<file path="src/rtl/dmem_arbiter.sv">
// -----------------------------------------------------------------------------
// dmem_arbiter
//   Shares the single-port data memory between the CPU load/store path
//   (port 0) and the loader/debug master (port 1). At most one command is
//   issued per cycle. Reads are tracked through a fixed-latency return
//   pipeline, so each read result goes back to the port that issued it.
//
//   Optional feature (compile-time macro DMEM_ARB_RR_EN):
//     undefined : fixed priority, port 0 wins on contention; no pointer state.
//     defined   : round-robin on contention using a 1-bit preferred-port
//                 pointer. The pointer toggles after each contended grant.
//
// Parameters
//   AW        address width
//   DW        data width
//   READ_LAT  cycles from mem_read to valid mem_rdata (legal range 1..4)
//
// Ports
//   clk                 system clock, rising edge
//   reset               asynchronous, active-low reset
//   req0/req1           request valid, held with its fields until granted
//   we0/we1             1 = write, 0 = read
//   addr0/addr1         byte address
//   wdata0/wdata1       write data
//   gnt0/gnt1           command accepted this cycle (combinational)
//   rvalid0/rvalid1     read data valid for that port
//   rdata0/rdata1       read data, zero when the port's rvalid is low
//   mem_read/mem_write  memory strobes
//   mem_addr/mem_wdata  memory address / write data (hold value when idle)
//   mem_rdata           memory read data, valid READ_LAT cycles after mem_read
// -----------------------------------------------------------------------------
module dmem_arbiter #(
  parameter int AW       = 32,
  parameter int DW       = 32,
  parameter int READ_LAT = 1
) (
  input  logic          clk,
  input  logic          reset,
  input  logic          req0,
  input  logic          req1,
  input  logic          we0,
  input  logic          we1,
  input  logic [AW-1:0] addr0,
  input  logic [AW-1:0] addr1,
  input  logic [DW-1:0] wdata0,
  input  logic [DW-1:0] wdata1,
  output logic          gnt0,
  output logic          gnt1,
  output logic          rvalid0,
  output logic          rvalid1,
  output logic [DW-1:0] rdata0,
  output logic [DW-1:0] rdata1,
  output logic          mem_read,
  output logic          mem_write,
  output logic [AW-1:0] mem_addr,
  output logic [DW-1:0] mem_wdata,
  input  logic [DW-1:0] mem_rdata
);

  // Return pipeline: bit i of each vector is stage i; a read enters stage 0
  // at the edge closing its grant cycle and is reported from the last stage,
  // which lines up with mem_rdata READ_LAT cycles after the command.
  logic [READ_LAT-1:0] pipe_valid_reg, pipe_valid_next;
  logic [READ_LAT-1:0] pipe_port_reg,  pipe_port_next;

  // Last issued address / write data, driven onto the memory pins when idle.
  logic [AW-1:0] addr_hold_reg,  addr_hold_next;
  logic [DW-1:0] wdata_hold_reg, wdata_hold_next;

`ifdef DMEM_ARB_RR_EN
  // Preferred port on contention: 0 = port 0, 1 = port 1.
  logic ptr_reg, ptr_next;
`endif

  logic gnt0_int, gnt1_int;
  logic issue_read;

  // ---------------------------------------------------------------------------
  // Grant selection. Gated by reset so nothing is granted while reset is low.
  // ---------------------------------------------------------------------------
  always_comb begin
    gnt0_int = 1'b0;
    gnt1_int = 1'b0;
    if (reset) begin
`ifdef DMEM_ARB_RR_EN
      if (req0 && req1) begin
        gnt0_int = ~ptr_reg;
        gnt1_int = ptr_reg;
      end else begin
        gnt0_int = req0;
        gnt1_int = req1;
      end
`else
      gnt0_int = req0;
      gnt1_int = req1 & ~req0;
`endif
    end
  end

  assign issue_read = (gnt0_int & ~we0) | (gnt1_int & ~we1);

  // ---------------------------------------------------------------------------
  // State register
  // ---------------------------------------------------------------------------
  always_ff @(posedge clk or negedge reset) begin
    if (!reset) begin
      pipe_valid_reg <= '0;
      pipe_port_reg  <= '0;
      addr_hold_reg  <= '0;
      wdata_hold_reg <= '0;
`ifdef DMEM_ARB_RR_EN
      ptr_reg        <= 1'b0;
`endif
    end else begin
      pipe_valid_reg <= pipe_valid_next;
      pipe_port_reg  <= pipe_port_next;
      addr_hold_reg  <= addr_hold_next;
      wdata_hold_reg <= wdata_hold_next;
`ifdef DMEM_ARB_RR_EN
      ptr_reg        <= ptr_next;
`endif
    end
  end

  // ---------------------------------------------------------------------------
  // Next-state logic
  // ---------------------------------------------------------------------------
  always_comb begin
    // Shift toward the output stage; stage 0 takes this cycle's read, if any.
    // Written as a shift so READ_LAT = 1 needs no special case.
    pipe_valid_next = (pipe_valid_reg << 1) | READ_LAT'(issue_read);
    pipe_port_next  = (pipe_port_reg << 1)  | READ_LAT'(gnt1_int);

    addr_hold_next  = addr_hold_reg;
    wdata_hold_next = wdata_hold_reg;
    if (gnt0_int) begin
      addr_hold_next  = addr0;
      wdata_hold_next = wdata0;
    end else if (gnt1_int) begin
      addr_hold_next  = addr1;
      wdata_hold_next = wdata1;
    end

`ifdef DMEM_ARB_RR_EN
    ptr_next = ptr_reg;
    // Only a contended cycle that actually granted moves the pointer.
    if (req0 && req1 && (gnt0_int || gnt1_int)) begin
      ptr_next = ~ptr_reg;
    end
`endif
  end

  // ---------------------------------------------------------------------------
  // Outputs
  // ---------------------------------------------------------------------------
  always_comb begin
    gnt0      = gnt0_int;
    gnt1      = gnt1_int;
    mem_read  = issue_read;
    mem_write = (gnt0_int & we0) | (gnt1_int & we1);
    // The hold-next value is the granted port's fields, or the held value
    // when idle, which is exactly what the pins must show.
    mem_addr  = addr_hold_next;
    mem_wdata = wdata_hold_next;

    // Decoded straight from the last pipeline flops; only one entry occupies
    // that stage, so at most one rvalid is high.
    rvalid0   = pipe_valid_reg[READ_LAT-1] & ~pipe_port_reg[READ_LAT-1];
    rvalid1   = pipe_valid_reg[READ_LAT-1] &  pipe_port_reg[READ_LAT-1];
    rdata0    = rvalid0 ? mem_rdata : '0;
    rdata1    = rvalid1 ? mem_rdata : '0;
  end

endmodule
</file>
<file path="config.mk">
export PLATFORM = sky130hd
export DESIGN_NAME = dmem_arbiter
export DESIGN_NICKNAME = d
export VERILOG_FILES = /design/src/rtl/dmem_arbiter.sv
export SDC_FILE = /design/constraint.sdc
export NUM_CORES = 1
export LEC_CHECK = 0
export CORE_AREA = 4 4 115 117
export CTS_CLUSTER_SIZE = 20
export DETAILED_ROUTE_END_ITERATION = 8
export DIE_AREA = 0 0 119 121
export GPL_TIMING_DRIVEN = 1
export PLACE_DENSITY = 0.77
export SLEW_MARGIN = 20
export SYNTH_ARGS = -nofsm -noshare
export SYNTH_HDL_FRONTEND = slang
export SYNTH_SLANG_ARGS = --single-unit
</file>
<file path="constraint.sdc">
create_clock -name clk -period 1.3 [get_ports clk]
set_input_delay 0.13 -clock clk [delete_from_list [all_inputs] [get_ports clk]]
set_output_delay 0.13 -clock clk [all_outputs]
set_load 0.01 [all_outputs]
</file>
==> results.cfg, run 1 <==
[worst_setup_path]
crit_fanout = 5
crit_end = rdata0[26]
reg2regPathDepth = 6
worstPathArrival_ps = 1440
crit_type = reg2out
cp-startpoint = pipe_port_reg$_DFF_PN0_
crit_required_ps = 1170
r2r_end = wdata_hold_reg[25]$_DFF_PN0_
rrSetupSlack_ps = 90
cp-end-kind = output port
rr_startpoint = wdata_hold_reg[25]$_DFF_PN0_
start_kind = flip-flop

[placement]
numPortBuffers = 299
place_area_um2 = 7300
gp_congestion = 0.824
dp_hpwl_um = 12600

[synthesis]
yosysMostFrequentCell = inv_1
ys_top_cells_by_area = dfrtp_1 43%, a222oi_1 17%, inv_1 12%, nor2b_1 11%, and2_1 5.5%
synth_area_um2 = 3850
yosysWarnings = 0
async_flop_share = 1.00
postSynthAreaPerCell_um2 = 8.88
synth_nets = 600
synth_seq_cells = 66
synthTopCellsByCount = 128 x inv_1, 67 x nor2b_1, 66 x dfrtp_1
synth_edf_count = 0
synthCells = 434
synth.distinct_cells = 16
ys_seq_area_frac = 0.429
synth_ff_type = dfrtp_1
synth_largest_area_cell = dfrtp_1
yosysTopAreaCellShare = 0.429

[routing]
routed_wl_um = 20800
avgViaCountPerCell = 4.88
drt_drc_violations_left = 0
drtPass1Iterations = 8
wl_per_cell_um = 19.5
initialDrtViolationCount = 462
vias = 5228
ant_nets = 0

[timing]
fmax_mhz = 638
fin_crit_ps = 1570
slew_viol_final = 0
setup_ws_ps = -268
rsz0062_at_grt = true
worstMarginPinSlew_ps = 881
slew_headroom = 0.413
timing.final.crit_share = 1.21
setup_violations = 130
hold_violations = 0
fin_skew_ps = 0
hold_ws_ps = 263

[clock_network]
cts-htree-levels = 3
cts_made_buffers = 9
clkLatencyLatePin_ps = 320
cts_tree = built
numClockSinks = 66
cts_root_buf = clkbuf_16
cts.clk_slew.worst_paths_ps = 60
ctsLongestPathBuffers = 2

[power]
ir_drop_mv = 0.721
p_leak_nw = 4.65
power_mw = 7.92
p_sw_frac = 0.277
p_int_mw = 5.72
powerDensity_nw_per_um2 = 880
pwr-share-clk = 0.315
seqPwrFrac = 0.302
comb_power_share = 0.383
p_sw_mw = 2.20

[floorplanning]
rows = 41
start_util = 0.312
die_w_um = 119
die_h_um = 121
io_pins = 300
core_um2 = 12400
die_area_um2 = 14400

[grt]
grt_max_degree = 66
overflow = 0
grt_pass1_vias = 5663
grt_util_all_layers = 0.270
antenna_found_initial = 0
grt_pass1_wl_um = 30600

[finish]
final_cell_area_um2 = 9000
drive_above_1_share = 0.441
nets = 1059
area_growth_syn_to_layout_pct = 134

[run_status]
status = complete, but fails checks
violations = negative setup slack

[hold_path]
hp-class = in2reg

[run]
max_cap_violations = 0
-- per-layer routing --
layer / vias to the layer above / wire length (um) / GRT usage
li1: 2373 / - / -
met1: 2554 / 7310 / 0.279
met2: 259 / 11400 / 0.521
met3: 42 / 1450 / 0.0699
met4: 0 / 690 / 0.0956
met5: - / 0 / 0
-- placed cells by master, fill, tap and decap left out --
cell type | synthesis | final
diode_2 | 0 | 1
o21a_1 | 1 | 1
dlygate4sd3_1 | 0 | 1
bufbuf_16 | 0 | 1
buf_2 | 13 | 71
inv_1 | 128 | 127
clkinv_2 | 0 | 2
inv_6 | 0 | 1
clkdlybuf4s50_1 | 0 | 132
buf_16 | 0 | 9
clkbuf_8 | 0 | 2
nor2b_4 | 0 | 2
dfrtp_1 | 66 | 65
and3_1 | 32 | 2
buf_12 | 0 | 12
dfrtp_2 | 0 | 1
nand3b_1 | 1 | 1
clkbuf_16 | 0 | 11
nor3b_1 | 1 | 1
a222oi_1 | 64 | 64
nor2b_1 | 67 | 65
and3_4 | 0 | 30
and2_1 | 34 | 11
clkdlybuf4s15_2 | 0 | 1
bufinv_16 | 0 | 1
and2_4 | 1 | 24
o21ai_4 | 0 | 1
dlygate4sd2_1 | 0 | 30
a21boi_2 | 0 | 1
buf_4 | 0 | 131
buf_6 | 6 | 88
clkbuf_2 | 0 | 1
nand2_1 | 1 | 1
inv_2 | 0 | 1
clkbuf_1 | 17 | 1
buf_8 | 0 | 5
-- cells by family after synthesis --
family          Yosys count  synth area share
flops                    66             0.429
simple gates            137             0.223
compound gates           67             0.172
buf+inv                 164             0.176
-- what timing repair did --
action | in CTS | in global routing
hold buffers | 1 | 0
resized for setup | 759 | 53
setup buffers | 121 | 25
endpoints found under the setup margin | 174 | 149
pin swaps | 79 | 38
endpoints found under the hold margin | 1 | 0
gates cloned | 17 | 2
-- through the flow --
stage	TNS, ps	util	cells	worst slack (ps)
finish	-23350	0.728	1071	-268
global route	-30230	0.728	1070	-314
floorplan	0	-	434	44.9
detailed placement	-98540	0.590	921	-1080
global placement	-91670	0.590	921	-1030
CTS	-24630	0.719	1069	-284
-- layout make-up --
cell class	count	area [um^2]
clock buffer	12	256
antenna	1	2.50
tap	172	215
inverter	128	480
clock inverter	4	48.8
sequential	66	1650
fill	873	3360
timing repair buffer	484	4590
multi-input combinational	204	1760
-- how the worst min path moves through the flow --
| stage | from | slack, ps | depth (start not counted) | to |
|---|---|---|---|---|
| 3_3_place_gp | reset | 70 | 2 | pipe_valid_reg$_DFF_PN0_ |
| 5_1_grt | wdata0[30] | 270 | 3 | wdata_hold_reg[30]$_DFF_PN0_ |
| 3_5_place_dp | reset | 70 | 2 | pipe_valid_reg$_DFF_PN0_ |
| 6_report | wdata0[30] | 260 | 3 | wdata_hold_reg[30]$_DFF_PN0_ |
| 4_1_cts | reset | 230 | 4 | addr_hold_reg[25]$_DFF_PN0_ |
| 2_1_floorplan | reset | -170 | 0 | addr_hold_reg[0]$_DFF_PN0_ |
-- critical path, cell delays in order, from the launching register on --
cell	delay (ps)
dfrtp_2	440
nor2b_4	190
buf_6	130
buf_6	110
and2_4	140
buf_6	100
-- power by group through the flow --
stage               combinational [mW]  clock (mW)  sequential (mW)
floorplan                        0.802           0             2.40
global placement                  2.30           0             2.41
detailed placement                2.35           0             2.42
CTS                               2.92        2.55             2.39
global route                      3.24        2.65             2.41
finish                            3.03        2.49             2.39
Power figures use the tool's default switching activity.
==> inputs of run 2 (changes only) <==
Settings changed: HOLD_SLACK_MARGIN set to 0.1.
==> results of run 2 <==
No change in the layout: final DEF, timing and power equal those of run 1.
